===== src/rtl/serial_sequence_detector.sv =====
// Frame-marker detector: watches sin for 0111110, pulses wake_nbit on a match,
// then holds wake_transmitter until the transmitter reports completion.
module serial_sequence_detector (
    input  logic clk,
    input  logic rst,
    input  logic sin,
    input  logic gb,
    input  logic transmitter_signal,
    output logic wake_nbit,
    output logic wake_transmitter
);

    typedef enum logic [3:0] {
        IDLE,
        S0,
        S01,
        S011,
        S0111,
        S01111,
        S011111,
        DETECT,
        TRANSMIT
    } state_t;

    state_t state_reg;
    state_t state_next;

    always_comb begin
        state_next = state_reg;
        case (state_reg)
            DETECT:   state_next = TRANSMIT;
            TRANSMIT: state_next = transmitter_signal ? IDLE : TRANSMIT;
            default: begin
                if (!gb) begin
                    state_next = IDLE;
                end else begin
                    // A 0 part-way through the ones may begin a fresh marker.
                    case (state_reg)
                        IDLE:    state_next = sin ? IDLE    : S0;
                        S0:      state_next = sin ? S01     : S0;
                        S01:     state_next = sin ? S011    : S0;
                        S011:    state_next = sin ? S0111   : S0;
                        S0111:   state_next = sin ? S01111  : S0;
                        S01111:  state_next = sin ? S011111 : S0;
                        S011111: state_next = sin ? IDLE    : DETECT;
                        default: state_next = IDLE;
                    endcase
                end
            end
        endcase
    end

    // Outputs are registered from the next state so they track the state bit-for-bit.
    always_ff @(posedge clk or negedge rst) begin
        if (!rst) begin
            state_reg        <= IDLE;
            wake_nbit        <= 1'b0;
            wake_transmitter <= 1'b0;
        end else begin
            state_reg        <= state_next;
            wake_nbit        <= (state_next == DETECT);
            wake_transmitter <= (state_next == TRANSMIT);
        end
    end

endmodule


===== config.mk =====
export PLATFORM = sky130hd
export DESIGN_NAME = serial_sequence_detector
export DESIGN_NICKNAME = d
export VERILOG_FILES = /design/src/rtl/serial_sequence_detector.sv
export SDC_FILE = /design/constraint.sdc
export NUM_CORES = 1
export LEC_CHECK = 0
export BUFFER_PORTS_ARGS = -buffer_cell sky130_fd_sc_hd__buf_2
export CAP_MARGIN = 20
export CORE_AREA = 3 3 40 42
export CTS_CLUSTER_DIAMETER = 120
export DETAILED_ROUTE_END_ITERATION = 10
export DIE_AREA = 0 0 43 45
export HOLD_SLACK_MARGIN = 0.05
export SLEW_MARGIN = 0
export SYNTH_ARGS = -nofsm -noshare
export SYNTH_HDL_FRONTEND = slang
export SYNTH_SLANG_ARGS = --single-unit

===== constraint.sdc =====
create_clock -name clk -period 3.1 [get_ports clk]
set_input_delay 0.465 -clock clk [delete_from_list [all_inputs] [get_ports clk]]
set_output_delay 0.465 -clock clk [all_outputs]
set_load 0.005 [all_outputs]

Yosys cells after proc, flatten, opt, wreduce, memory -nomap -nowiden
Cells that the tools add are included.

Muxes and demuxes: 11. Reductions and logical operators: 1. Eq/ne operators: 10.

Operator list (number): $pmux W3 S7 (1); $eq A4 B3 Y1 const B (5); $mux W3 (5); $eq A4 B2 Y1 const B (2); $eq A4 B4 Y1 const B (2); $pmux W4 S2 (1); $eq A4 B1 Y1 const B (1); $logic_not A4 Y1 (1); $mux W2 (2); $mux W4 (1); $mux W1 (1).

Input port bits: 5. Output and inout port bits: 2. Bits in registers: 6. Word-level logic and storage cells: 25.

Depth between registers and ports, before layout
Word-level depth: 5. Depth in mapped cells: 2. Gate-level depth less buffers: 2.

Worst setup path before layout
Ideal clock, no wire load.

Path kind: register to register. Start point: register state_reg[2]. End point: register state_reg[3]. Path buffers: 0. Path slack: 1961 ps. Stages on the path, launching flop included: 3. Arrival: 1062 ps. Cells stage by stage: dfrtp_1 > or4b_1 > o21ai_1.

Cells in the longest elaborated chain, start to end: 2.

RTL lines: from (decl) (line 25) `state_t state_reg;`; from (signal assigned) (line 60) `state_reg <= state_next;`; $eq A4 B4 Y1 or $eq A4 B3 Y1 (tied branches) (line 30) `case (state_reg)`; $pmux W4 S2 (*) (line 30); via state_next[3] (line 26) `state_t state_next;`.

Mark *: on every way through the listed nets, which the timed path passes. The rest lies on a longest branch.

Worst setup path after layout
Start point: register state_reg[1]. End point: register state_reg[3].

Same word-level chain as after synthesis.

==> impl_metrics.yaml <==
yosys:
  synth_area_um2: 272.8
  synth-seq-area-share: 0.5505
  yosys.area_share.simple: 0.2752
  synth_compound_area_frac: 0.1743
  synthCells: 22
  synth.avg_cell_area_um2: 12.40
  synth_cell_types: 12
  synthXorXnorAreaFrac: 0
  synth-seq-cells: 6
  synthMuxAreaShare: 0
  syn_nets: 27
  synth_top_family_by_area: "simple AND/OR/NAND/NOR gates"
  synthAdderAreaFrac: 0
  synth_warnings: 0
power:
  ir_drop_mv: 0.09744
  p_per_area_mw_per_mm2: 467.1
  clockPowerShare: 0.440
  p_sw_frac: 0.2207
  pwr-share-comb: 0.059
  p_switching_uw: 36.50
  internal-power_uw: 128.9
  p_leak_uw: 0.0001642
  pwr-share-seq: 0.501
timing:
  fin_crit_sh: 0.3953
  hold_viol_final: 0
  final_max_slew_viol_count: 0
  worst_pin_slew_ns: 0.2524
  relSlewSlack: 0.8318
  fin_crit_ns: 1.226
  grt_setup_unrepaired: "no"
  tns_ns: 0
  final.setup.worst_slack_ns: 1.874
  fmax_ghz: 0.8160
  setup_viol: 0
  clock_skew_ns: 0.0003708
setup_path:
  critPathKind: "flip-flop to flip-flop"
  cp-end-kind: "flip-flop"
  arrival_ns: 1.39
  cp_max_fo: 9
  critical_path_required_ns: 3.27
  start_kind: "flip-flop"
clocking:
  cts_root_buffer: "clkbuf_4"
  htree_levels: 1
  clk_latency_ns: 0.24
  postCtsHoldBufs: 1
  clkTransAtPathRegs_ns: 0.05
  clk_path_buf_depth: 2
  post-cts-setup-buffers: 0
  cts_resized: 0
  clkSinkCount: 6
  tritoncts: "done"
  cts_made_buffers: 3
placed_design:
  dp.cells: 43
  hpwl_um: 404.1
  gp_congestion: 0.7074
  dp_slack_ns: 1.876
  post_dp_cell_area_um2: 321.6
  io_buffers: 6
run:
  drv_cap: 0
finish:
  syn2layout_area_growth_pct: 29.82
  multi_input_area_um2: 122.6
  layout_common_cells: "buf_2 (6), dfrtp_1 (6), clkbuf_4 (3)"
  drive_above_1_share: 0.2813
  final_nets: 39
  largest_reg_flops: 4
  final_cell_count_no_fill: 47
  final_cell_area_um2: 354.1
  final_core_util: 0.2756
  n_fill_cell: 147
  area.sequential_um2: 150.1
  num_antenna_cells: 0
global_route:
  grt_max_degree: 10
  grt_first_pass_wirelength_um: 910
  grt_pass1_vias: 207
  overflow: 0
  track_usage: 0.06868
  antenna_found_initial: 0
die:
  die_h_um: 45
  io_pins: 7
  fp.coreArea_mm2: 0.001285
  start_util: 0.2123
  dieArea_mm2: 0.001935
  fp.dieW_um: 43
  core.rowCount: 13
drt:
  totalWireLength_um: 558
  first_pass_iters: 3
  drt-initial-drc-count: 2
  viasPerCell: 4.702
  vias: 221
  final_antenna_net_count: 0
  drc: 0
  wl_per_cell_um: 11.87
worst_hold_path:
  min_path_type: "primary input to flip-flop"
run_status:
  status: "finished clean"
==> worst max-delay path, cell delays in order (launching register included) <==
cell     delay, ns
dfrtp_1       0.46
or4b_1        0.55
o21ai_1       0.14
==> per-stage QoR <==
| step | total power [µW] | hold slack, ns |
|---|---|---|
| after floorplan | 86.58 | 0.1694 |
| after global placement | 92.65 | 0.2920 |
| after detailed placement | 92.90 | 0.2956 |
| after CTS | 169.4 | 0.4014 |
| after global routing | 174.1 | 0.4288 |
| final | 165.4 | 0.4101 |
==> power groups by stage <==
stage | Sequential, µW | Clock (µW) | Combinational, µW
6_report | 82.8 | 72.8 | 9.76
5_1_grt | 83.0 | 80.0 | 11.1
4_1_cts | 82.7 | 76.8 | 9.98
3_5_place_dp | 83.9 | 0 | 9.02
3_3_place_gp | 83.7 | 0 | 8.96
2_1_floorplan | 83.0 | 0 | 3.56
==> worst paths after layout <==
check | from | slack, ns | endpoint | cells past startpoint
max in group asynchronous | rst | 2.39 | state_reg[3] | 2
max | state_reg[1] | 1.87 | state_reg[3] | 2
min reg2reg | state_reg[3] | 0.58 | wake_transmitter | 2
max reg2reg | state_reg[1] | 1.87 | state_reg[3] | 2
min in group asynchronous | rst | 0.57 | wake_nbit | 2
min | transmitter_signal | 0.41 | wake_transmitter | 2
==> Yosys cell counts <==
cell type,instances,area [µm²]
a211oi_1,1,7.510
a31oi_1,2,12.51
dfrtp_1,6,150.1
nand2b_1,1,6.260
nand3b_1,2,15.01
nand4b_1,2,17.52
nand4bb_1,2,22.52
nor2_1,1,3.750
o211a_1,1,10.01
o21ai_1,2,10.01
o21bai_1,1,7.510
or4b_1,1,10.01
==> area by class of cell <==
type	instances	share of cell area
Sequential cell	6	0.4240
Timing Repair Buffer	7	0.1131
Multi-Input combinational cell	16	0.3463
Tap cell	15	0.05300
Clock buffer	3	0.06360
==> logic make-up (layout without fill, tap and decap cells) <==
group,after synthesis,after routing
and+or+nand+nor,9,9
buffers and inverters,0,10
DFF,6,6
AOI/OAI and AO/OA,7,7
==> routing by layer <==
metal	vias up	wire length [µm]	global-route usage
li1	109	-	-
met1	105	274	0.08333
met2	7	228	0.08683
met3	0	54	0.02789
met4	0	0	0.07229
met5	-	0	0
No activity file was read; power rests on OpenSTA's default activity.
